### config.mk
export PLATFORM = sky130hd
export DESIGN_NAME = extram_sram_ctrl
export DESIGN_NICKNAME = d
export VERILOG_FILES = /design/src/rtl/extram_pkg.sv /design/src/rtl/extram_sram_ctrl.sv
export SDC_FILE = /design/constraint.sdc
export NUM_CORES = 1
export LEC_CHECK = 0
export BUFFER_PORTS_ARGS = -buffer_cell sky130_fd_sc_hd__buf_2
export CAP_MARGIN = 20
export CORE_MARGIN = 3
export CORE_UTILIZATION = 56
export DETAILED_ROUTE_END_ITERATION = 8
export GPL_TIMING_DRIVEN = 0
export HOLD_SLACK_MARGIN = 0.12
export PLACE_DENSITY_LB_ADDON = 0.1
export SLEW_MARGIN = 10
export SYNTH_ARGS = -nofsm -noshare
export SYNTH_HDL_FRONTEND = slang
export SYNTH_SLANG_ARGS = --single-unit
### constraint.sdc
create_clock -name clk -period 3.15 [get_ports clk]
set_input_delay 0.315 -clock clk [delete_from_list [all_inputs] [get_ports clk]]
set_output_delay 0.315 -clock clk [all_outputs]
set_load 0.01 [all_outputs]
### src/rtl/extram_pkg.sv
// Shared types and constants for the external-RAM bus to async SRAM bridge.
package extram_pkg;

   localparam logic [31:0] EXTRAM_BASE = 32'h0400_0000;
   localparam logic [31:0] EXTRAM_LAST = 32'h0407_FFFC;
   localparam int          SRAM_HALF_W = 16;

   typedef enum logic [2:0] {
      ST_IDLE,
      ST_SETUP,
      ST_STROBE,
      ST_HOLD,
      ST_DONE
   } extram_state_t;

   // True for any byte of a word inside the SRAM window.
   function automatic logic extram_in_window(input logic [31:0] addr);
      return (addr >= EXTRAM_BASE) && (addr <= (EXTRAM_LAST | 32'h0000_0003));
   endfunction

endpackage

### src/rtl/extram_sram_ctrl.sv
// External-RAM bus responder: each 32-bit request becomes two 16-bit async SRAM accesses.
// Define EXTRAM_SRAM_RANGE_CHECK_EN to complete out-of-window requests without touching the SRAM.
//
// state  | meaning
// IDLE   | waiting for extram_valid, latches the request
// SETUP  | address, lanes and write data set up, strobes inactive
// STROBE | oe_n (read) or we_n (write) low for WAIT_CYCLES+1 cycles
// HOLD   | write only: we_n released, address/data held one cycle
// DONE   | extram_ready pulse, SRAM deselected
module extram_sram_ctrl
   import extram_pkg::*;
#(
   parameter int WAIT_CYCLES = 1,
   parameter int ADDR_BITS   = 18
) (
   input  logic                   clk,
   input  logic                   resetn,
   input  logic                   extram_valid,
   output logic                   extram_ready,
   input  logic [3:0]             extram_wstrb,
   input  logic [31:0]            extram_addr,
   input  logic [31:0]            extram_wdata,
   output logic [31:0]            extram_rdata,
   output logic [ADDR_BITS-1:0]   sram_addr,
   output logic [SRAM_HALF_W-1:0] sram_dq_o,
   output logic                   sram_dq_oe,
   input  logic [SRAM_HALF_W-1:0] sram_dq_i,
   output logic                   sram_ce_n,
   output logic                   sram_oe_n,
   output logic                   sram_we_n,
   output logic                   sram_lb_n,
   output logic                   sram_ub_n
);

   localparam int WORD_BITS = ADDR_BITS - 1;

   extram_state_t          state, state_nxt;
   logic                   half, half_nxt;
   logic [3:0]             wcnt, wcnt_nxt;
   logic [WORD_BITS-1:0]   req_word, req_word_nxt;
   logic [31:0]            req_wdata, req_wdata_nxt;
   logic [3:0]             req_wstrb, req_wstrb_nxt;
   logic [31:0]            rdata_nxt;
   logic                   ready_nxt, ce_n_nxt, oe_n_nxt, we_n_nxt, lb_n_nxt, ub_n_nxt, dq_oe_nxt;
   logic [ADDR_BITS-1:0]   addr_nxt;
   logic [SRAM_HALF_W-1:0] dq_o_nxt;
   logic                   in_range;
   logic                   req_rd, req_rd_nxt;
   logic                   unused_addr_bits;

   assign unused_addr_bits = ^{extram_addr[31:ADDR_BITS+1], extram_addr[1:0]};

`ifdef EXTRAM_SRAM_RANGE_CHECK_EN
   assign in_range = extram_in_window(extram_addr);
`else
   assign in_range = 1'b1;
`endif

   assign req_rd     = (req_wstrb == 4'h0);
   assign req_rd_nxt = (req_wstrb_nxt == 4'h0);

   always_ff @(posedge clk or negedge resetn) begin
      if (!resetn) begin
         state        <= ST_IDLE;
         half         <= 1'b0;
         wcnt         <= 4'd0;
         req_word     <= '0;
         req_wdata    <= '0;
         req_wstrb    <= '0;
         extram_ready <= 1'b0;
         extram_rdata <= '0;
         sram_addr    <= '0;
         sram_dq_o    <= '0;
         sram_dq_oe   <= 1'b0;
         sram_ce_n    <= 1'b1;
         sram_oe_n    <= 1'b1;
         sram_we_n    <= 1'b1;
         sram_lb_n    <= 1'b1;
         sram_ub_n    <= 1'b1;
      end else begin
         state        <= state_nxt;
         half         <= half_nxt;
         wcnt         <= wcnt_nxt;
         req_word     <= req_word_nxt;
         req_wdata    <= req_wdata_nxt;
         req_wstrb    <= req_wstrb_nxt;
         extram_ready <= ready_nxt;
         extram_rdata <= rdata_nxt;
         sram_addr    <= addr_nxt;
         sram_dq_o    <= dq_o_nxt;
         sram_dq_oe   <= dq_oe_nxt;
         sram_ce_n    <= ce_n_nxt;
         sram_oe_n    <= oe_n_nxt;
         sram_we_n    <= we_n_nxt;
         sram_lb_n    <= lb_n_nxt;
         sram_ub_n    <= ub_n_nxt;
      end
   end

   always_comb begin
      state_nxt     = state;
      half_nxt      = half;
      wcnt_nxt      = wcnt;
      req_word_nxt  = req_word;
      req_wdata_nxt = req_wdata;
      req_wstrb_nxt = req_wstrb;
      rdata_nxt     = extram_rdata;

      case (state)
         ST_IDLE: begin
            if (extram_valid) begin
               req_word_nxt  = extram_addr[ADDR_BITS:2];
               req_wdata_nxt = extram_wdata;
               req_wstrb_nxt = extram_wstrb;
               if (!in_range) begin
                  state_nxt = ST_DONE;
                  if (extram_wstrb == 4'h0) rdata_nxt = '0;
               end else begin
                  // A write touching only the upper bytes starts directly on half 1.
                  half_nxt  = (extram_wstrb[1:0] == 2'b00) && (extram_wstrb[3:2] != 2'b00);
                  state_nxt = ST_SETUP;
               end
            end
         end
         ST_SETUP: begin
            state_nxt = ST_STROBE;
            wcnt_nxt  = 4'(WAIT_CYCLES);
         end
         ST_STROBE: begin
            if (wcnt != 4'd0) begin
               wcnt_nxt = wcnt - 4'd1;
            end else if (req_rd) begin
               if (half) rdata_nxt[31:16] = sram_dq_i;
               else      rdata_nxt[15:0]  = sram_dq_i;
               if (!half) begin
                  half_nxt  = 1'b1;
                  state_nxt = ST_SETUP;
               end else begin
                  state_nxt = ST_DONE;
               end
            end else begin
               state_nxt = ST_HOLD;
            end
         end
         ST_HOLD: begin
            if (!half && (req_wstrb[3:2] != 2'b00)) begin
               half_nxt  = 1'b1;
               state_nxt = ST_SETUP;
            end else begin
               state_nxt = ST_DONE;
            end
         end
         ST_DONE: begin
            state_nxt = ST_IDLE;
            half_nxt  = 1'b0;
         end
         default: state_nxt = ST_IDLE;
      endcase

      // Pin values are decoded from the state being entered so every pin is a flop.
      ready_nxt = 1'b0;
      ce_n_nxt  = 1'b1;
      oe_n_nxt  = 1'b1;
      we_n_nxt  = 1'b1;
      lb_n_nxt  = 1'b1;
      ub_n_nxt  = 1'b1;
      dq_oe_nxt = 1'b0;
      addr_nxt  = sram_addr;
      dq_o_nxt  = sram_dq_o;

      if ((state_nxt == ST_SETUP) || (state_nxt == ST_STROBE) || (state_nxt == ST_HOLD)) begin
         ce_n_nxt = 1'b0;
         addr_nxt = {req_word_nxt, half_nxt};
         if (req_rd_nxt) begin
            lb_n_nxt = 1'b0;
            ub_n_nxt = 1'b0;
         end else begin
            dq_o_nxt  = half_nxt ? req_wdata_nxt[31:16] : req_wdata_nxt[15:0];
            dq_oe_nxt = 1'b1;
            lb_n_nxt  = !req_wstrb_nxt[{half_nxt, 1'b0}];
            ub_n_nxt  = !req_wstrb_nxt[{half_nxt, 1'b1}];
         end
         if (state_nxt == ST_STROBE) begin
            if (req_rd_nxt) oe_n_nxt = 1'b0;
            else            we_n_nxt = 1'b0;
         end
      end

      if (state_nxt == ST_DONE) ready_nxt = 1'b1;
   end

endmodule

== Word level (Yosys, flattened, before mapping) ==
Cells that the tools add are included.
Storage, ports and cells
  register bits after elaboration: 134
Cells by class
  add/sub/neg operators: 1
  $lt $le $gt $ge: 2
  equality and inequality tests: 9
  mux-type cells: 37
  bitwise logic cells: 3
  reductions and logical operators: 19
Operators with widths (number)
  32-bit 2-to-1 mux: 2
  17-bit 2-to-1 mux: 2
  1-bit 2-to-1 mux: 21
  16-bit 2-to-1 mux: 1
  3-bit 2-to-1 mux: 5
  3-bit by 2-bit == test with 1-bit output, second input constant: 4
  4-bit 2-to-1 mux: 3
  3-bit case mux with 4 select lines: 1
  4-bit zero test: 2
  4-bit case mux with 2 select lines: 1
  4-bit AND reduction: 2
  3-bit by 1-bit == test with 1-bit output, second input constant: 2
  3-bit == test, second input constant: 2
  2-bit by 3-bit less-than comparator with 1-bit output, second input constant: 2
  2-bit nonzero test: 3
  1-bit case mux with 4 select lines: 1
  2-bit AND reduction: 2
  4-bit nonzero test: 1
  4-bit by 1-bit subtractor with 4-bit output, second input constant: 1
  1-bit zero test: 3
  3-bit zero test: 1
  1-bit inverter: 3
  1-bit logical AND: 2
  2-bit zero test: 1
  2 further kinds: 3

== Logic depth before layout (Yosys ltp) ==
Gate-level depths: netlist (run 1).
  depth after elaboration: 9
  depth in mapped cells: 11

== Worst setup path after synthesis (run 1) ==
OpenSTA, ideal clock, no wires.
  kind: register -> register
  start: register wcnt[0]
  end: register extram_rdata[11]
  library setup time: 0.125 ns
  arrival: 2.030 ns
  data required time: 3.025 ns
  slack: 0.995 ns
  cell stages (with the launch flop): 10
  clock period less this slack: 2.155 ns
  cells stage by stage: dfrtp_1 inv_1 ha_1 or3b_1 buf_6 nor2_1 nand2_1 nor2_4 buf_4 mux2_2
On the way
  cells in the longest elaborated chain, start to end: 3
RTL lines
  start, declared: line extram_sram_ctrl.sv:39  | logic [3:0] wcnt, wcnt_nxt;
  start signal, assigned: line extram_sram_ctrl.sv:83  | wcnt <= wcnt_nxt;
  4-bit nonzero test: line extram_sram_ctrl.sv:130  | if (wcnt != 4'd0) begin
  1-bit inverter (no line)
  4-bit AND reduction (no line)
  end signal, assigned: line extram_sram_ctrl.sv:88  | extram_rdata <= rdata_nxt;
  end, declared: line extram_sram_ctrl.sv:23  | output logic [31:0] extram_rdata,
Every way passes these cells.
A chain may end at the register's enable or synchronous reset.

== Final worst setup path (run 1) ==
  start: register wcnt[0]
  end: register extram_rdata[7]
Same word-level chain as after synthesis.

==> flow_summary.ini, run 1 <==
[status]
status = finished, final reports clean

[route]
drtIter0Drc = 136
drt-total-wl_mm = 12.4
drtPass1Iterations = 5
ant_nets = 0
drc = 0
vias = 3809
wl_per_cell_microns = 16.5
via_per_inst = 5.05

[hold_path]
holdCritStartpoint = extram_valid
hold_path_end = state[0]
min_path_cells = 3
hold_class = primary input to register

[setup_path]
reg2reg_slack_ns = 0.70
worstPathMaxFanout = 10
cp.arrival_ns = 2.84
cp-end-kind = register
cp_slowest_cell = dfrtp_1
critical_path_class = register to register
start_kind = register
cpPeakStageDelay_ns = 0.39
r2r_cells = 9
crit_family = simple AND/OR/NAND/NOR gates
path_cells = inv_1 -> ha_1 -> or3b_1 -> buf_6 -> nor2_1 -> nand2_1 -> nor2_4 -> buf_4 -> mux2_2
rr_startpoint = wcnt[0]
crit-reg2reg-capture = extram_rdata[7]
worstPathRequired_ns = 3.54
worst-path-buf-inv = 3

[sta]
slew_headroom_pct = 70.2
setup_viol = 0
whs_ns = 0.263
worst_pin_slew_ns = 0.435
hold_viol = 0
skew_ns = 0.0106
clock.fmax_mhz = 408
fin_tns_setup_ns = 0
period_share_pct = 77.8
period_needed_ns = 2.45
setup_slack_ns = 0.701
drv_slew = 0
grt_setup_unrepaired = no

[grt]
track_usage_pct = 24.0
grt-ovfl-total = 0
grt_pass1_wl_mm = 21.0
antenna_found_initial = 0
grt_start_max_net_pins = 84
grt_pass1_vias = 4253

[clock_network]
clk_pin_slew_ns = 0.06
postCtsSetupBuffers = 0
numCtsBuffers = 17
numClockSinks = 134
clockRootBuffer = clkbuf_8
cts_buffer_depth = 2
ctsResizeCount = 0
clk_latency_ns = 0.51
cts_tree = built
hold_buffers = 70
h-tree-depth = 4

[yosys]
seq_area_frac_synth_pct = 60.2
synth-edff-count = 0
synth_area_leaders = dfrtp_1, mux2_2, mux2i_1
netlist-cell-type-count = 39
ys_seq_elements = 134
yosysTopAreaCell = dfrtp_1
ys_async_sr_fraction_pct = 100
avgSynthCellArea_sq_um = 14.7
synthFlopType = dfrtp_1
synthesis.nets = 467
netlist.area_leader.share_pct = 57.8
synthCells = 379
synthesis.area_sq_um = 5580
yosys_warnings = 0

[pwr]
peakVddDrop_mv = 0.782
leakage_nw = 3.82
power_density_nw_per_um2 = 1090
total_power_mw = 8.41

[layout]
n_antenna_cell = 0
final_layout_size_suffix_gt1_share_pct = 49.4
fin_area_sq_um = 7740
areaGrowthSynthToFinish_pct = 38.7
fillers = 505
nets = 701
finalNonFillerCells = 755
final_util_pct = 81.9

[die]
start_util_pct = 59.0
rows = 35
fp.coreArea_sq_um = 9460
pin_count = 160
die_h_microns = 106
fp.dieW_microns = 106
die_area_sq_um = 11200

[placement]
placed_area_sq_um = 6500
gp_congestion = 0.854
dp_cells = 653
hpwl_mm = 7.84
port-buffer-count = 144
pre_cts_ws_ns = 0.723

[run]
drv_cap = 0
worst min-delay path, cell delays in order:
cell and delay, ns:
buf_2 0.11, and3_1 0.19, a21o_4 0.11
sequential cells by signal, indices dropped and copies added (netlist names), 3 cells and up:
name / cells
extram_rdata: 32
req_wdata: 32
req_word: 17
req_wstrb: 4
sram_addr: 18
sram_dq_o: 16
state: 3
wcnt: 4
how the worst max path moves through the flow:
| stage | startpoint | end | slack (ns) | cells past startpoint |
|---|---|---|---|---|
| floorplan | wcnt[0] | extram_rdata[11] | 1.0 | 9 |
| global placement | resetn | sram_dq_oe | 0.08 | 1 |
| detailed placement | wcnt[0] | extram_rdata[7] | 0.72 | 9 |
| CTS | wcnt[0] | extram_rdata[7] | 0.70 | 9 |
| global route | wcnt[0] | extram_rdata[14] | 0.54 | 9 |
| finish | wcnt[0] | extram_rdata[7] | 0.70 | 9 |
area by class of cell:
cell class | count | area [sq um] | share of cell area, %
Clock buffer | 18 | 428 | 5.53
Clock inverter | 14 | 115 | 1.49
Tap cell | 129 | 161 | 2.08
Multi-Input combinational cell | 203 | 2000 | 25.8
Sequential cell | 134 | 3360 | 43.4
Buffer | 19 | 139 | 1.79
Inverter | 23 | 86.3 | 1.11
Timing Repair Buffer | 215 | 1460 | 18.8
power breakdown:
part           switching (mW)  internal (mW)  total (mW)
Clock                   0.778           1.01        1.78
Sequential              0.351           2.57        2.92
Combinational            1.76           1.95        3.71
cells by family after synthesis:
kind of cell | after synthesis | share of synthesized area (%)
XOR/XNOR | 1 | 0.157
AND/OR/NAND/NOR | 36 | 3.65
multiplexers | 139 | 28.4
flip-flops | 134 | 60.2
buffers and inverters | 42 | 4.03
adder cells (fa/ha/maj) | 1 | 0.224
AO/OA/AOI/OAI | 26 | 3.38
synthesized netlist by cell type, drive strengths merged (2+ instances only):
cell type  instances
dfrtp            129
mux2             104
mux2i             35
inv               23
buf               19
nand2             13
nor2               9
o21ai              9
a21oi              7
dfstp              5
a21o               3
a311oi             2
nand3              2
nor2b              2
nor3               2
nor4               2
o22ai              2
or3b               2
layer usage:
metal  vias to the layer above  wire (microns)  GRT usage (%)
met5                         -               0              0
met2                       125            6490           42.7
met1                      1893            5100           28.4
li1                       1783               -              -
met3                         8             768           7.10
met4                         0              92           6.11
placed cells by master, fill, tap and decap left out, drive strengths merged, types with 3 or more instances in the layout:
cell	synthesis	final
mux2i	35	35
buf	19	164
mux2	104	104
clkinv	0	6
dfstp	5	5
a21o	3	3
dfrtp	129	129
o21ai	9	9
a21oi	7	7
nand2	13	13
clkbuf	0	18
dlygate4sd3	0	70
nor2	9	9
inv	23	29
No activity file was read; power rests on OpenSTA's default activity.
==> run 2, diff against run 1 <==
--- a/config.mk
+++ b/config.mk
@@ -8,7 +8,7 @@
 export BUFFER_PORTS_ARGS = -buffer_cell sky130_fd_sc_hd__buf_2
 export CAP_MARGIN = 20
 export CORE_MARGIN = 3
-export CORE_UTILIZATION = 56
+export CORE_UTILIZATION = 52
 export DETAILED_ROUTE_END_ITERATION = 8
 export GPL_TIMING_DRIVEN = 0
 export HOLD_SLACK_MARGIN = 0.12
==> constraint.sdc (replaced) <==
create_clock -name clk -period 2.3 [get_ports clk]
set_input_delay 0.23 -clock clk [delete_from_list [all_inputs] [get_ports clk]]
set_output_delay 0.23 -clock clk [all_outputs]
set_load 0.01 [all_outputs]
==> run 2 against run 1 <==
Count of clock-buffer cells in the layout down 1. Final cell count increased by 1.7%. Global-route usage fell by 2.4 points. Core utilization shrank 5.3 points. Clock skew decreased by 0.0021 ns. Critical path type unchanged. Largest power group unchanged. Highest routed layer unchanged.
==> flow_summary.ini, run 2 (same netlist as run 1, synthesis figures left out) <==
[status]
status = finished, final reports clean

[setup_path]
reg2reg_slack_ns = 0.07
path_cells = buf_4 -> nor2_2 -> and3_1 -> clkbuf_4 -> buf_4 -> mux2_2 -> mux2_4
crit-reg2reg-capture = sram_addr[2]
rr_startpoint = state[2]
start_kind = register
crit_top_cell = buf_4
r2r_cells = 7
worstPathRequired_ns = 2.70
cp-end-kind = register
crit_family = buffers and inverters
cp.arrival_ns = 2.63
cpPeakStageDelay_ns = 0.37
critical_path_class = register to register
worstPathMaxFanout = 10
cp_slowest_cell = mux2_2
worst-path-buf-inv = 3

[clock_network]
clk_latency_ns = 0.51
clk_pin_slew_ns = 0.06
clockRootBuffer = clkbuf_8
h-tree-depth = 4
cts_buffer_depth = 2
numCtsBuffers = 17
numClockSinks = 134
cts_tree = built

[route]
vias = 3863
via_per_inst = 5.03
ant_nets = 0
drt-total-wl_mm = 12.4
drtIter0Drc = 132
wl_per_cell_microns = 16.1
drtPass1Iterations = 4
drc = 0

[placement]
hpwl_mm = 7.92
port-buffer-count = 144
pre_cts_ws_ns = -0.106
gp_congestion = 0.785
placed_area_sq_um = 6510

[sta]
slew_headroom_pct = 58.5
hold_viol = 0
clock.fmax_mhz = 449
period_share_pct = 96.9
grt_setup_unrepaired = yes
worst_pin_slew_ns = 0.617
drv_slew = 0
skew_ns = 0.00849
setup_slack_ns = 0.0712
period_needed_ns = 2.23
fin_tns_setup_ns = 0
whs_ns = 0.190
setup_viol = 0

[layout]
layout_common_cells = buf_2, dfrtp_1, mux2_2, dlygate4sd3_1, mux2i_1
final_layout_size_suffix_gt1_share_pct = 50.8
final_common_cell = buf_2
areaGrowthSynthToFinish_pct = 42.3
top_regs = extram_rdata x32, req_wdata x32, sram_addr x18
fin_area_sq_um = 7940
fillers = 656
final_util_pct = 76.6
ff_latch_area_sq_um = 3360
multiInputGateArea_sq_um = 2030
n_antenna_cell = 0
nets = 709

[grt]
grt_start_max_net_pins = 80
grt_pass1_wl_mm = 19.9
grt-ovfl-total = 0
antenna_found_initial = 0
grt_pass1_vias = 4108
track_usage_pct = 21.6

[die]
rows = 37
fp.coreArea_sq_um = 10400
die_h_microns = 110
die_area_sq_um = 12000
fp.dieW_microns = 110
pin_count = 160
start_util_pct = 53.8

[pwr]
power.share.clock_pct = 22.7
power_density_nw_per_um2 = 1510
p_int_mw = 8.10
comb_power_share_pct = 44.1
seq_power_share_pct = 33.2
p_sw_mw = 3.93
switching_share_pct = 32.7
peakVddDrop_mv = 0.948
leakage_nw = 3.88

[hold_path]
hold_path_end = state[0]
hold_class = primary input to register
min_path_cells = 3
holdCritStartpoint = extram_valid

[run]
drv_cap = 0
[run 2: worst min-delay path, delay by kind of cell]
family          cells  cell delay (ns)
simple gates        1             0.20
buf+inv             1             0.11
compound gates      1             0.12
[run 2: metrics by stage]
stage               power [mW]  cells
floorplan                 7.60    379
global placement          8.81    659
detailed placement        9.01    660
CTS                       12.0    762
global route              12.8    768
finish                    12.0    768
[run 2: metal layers]
| metal | GRT usage [%] | routed length [microns] |
|---|---|---|
| met1 | 26.5 | 5140 |
| met2 | 36.4 | 6220 |
| met3 | 6.46 | 876 |
| met5 | 0 | 0 |
| met4 | 7.48 | 160 |
[run 2: layout make-up]
type / instances / area share [%]
Buffer: 19 / 2.11
Clock buffer: 17 / 5.21
Clock inverter: 13 / 2.32
Inverter: 23 / 1.09
Multi-Input combinational cell: 203 / 25.6
Sequential cell: 134 / 42.3
Tap cell: 136 / 2.14
Timing Repair Buffer: 223 / 19.2
[run 2: repair_timing]
action                                 in CTS  in global routing
endpoints found under the hold margin     157                  0
buffers inserted                            2                  6
pin swaps                                   1                  2
gates cloned                                0                  0
setup endpoints to repair                  30                 62
hold buffers                               70                  0
resized for setup                           3                 21
[run 2: how the worst max path moves through the flow]
| stage | cells after the start | endpoint | start | slack (ns) |
|---|---|---|---|---|
| 4_1_cts | 7 | sram_addr[2] | state[2] | 0.004 |
| 3_3_place_gp | 1 | sram_dq_o[14] | resetn | -0.72 |
| 2_1_floorplan | 9 | extram_rdata[11] | wcnt[0] | 0.15 |
| 5_1_grt | 8 | sram_dq_o[9] | state[2] | -0.009 |
| 3_5_place_dp | 9 | extram_rdata[9] | wcnt[0] | -0.11 |
| 6_report | 7 | sram_addr[2] | state[2] | 0.07 |
[run 2: power by group through the flow]
stage               clock, mW  combinational (mW)  sequential (mW)
finish                   2.73                5.31             3.99
global route             2.89                5.77             4.12
CTS                      2.78                5.20             3.99
detailed placement          0                5.00             4.01
global placement            0                4.85             3.96
floorplan                   0                3.40             4.20
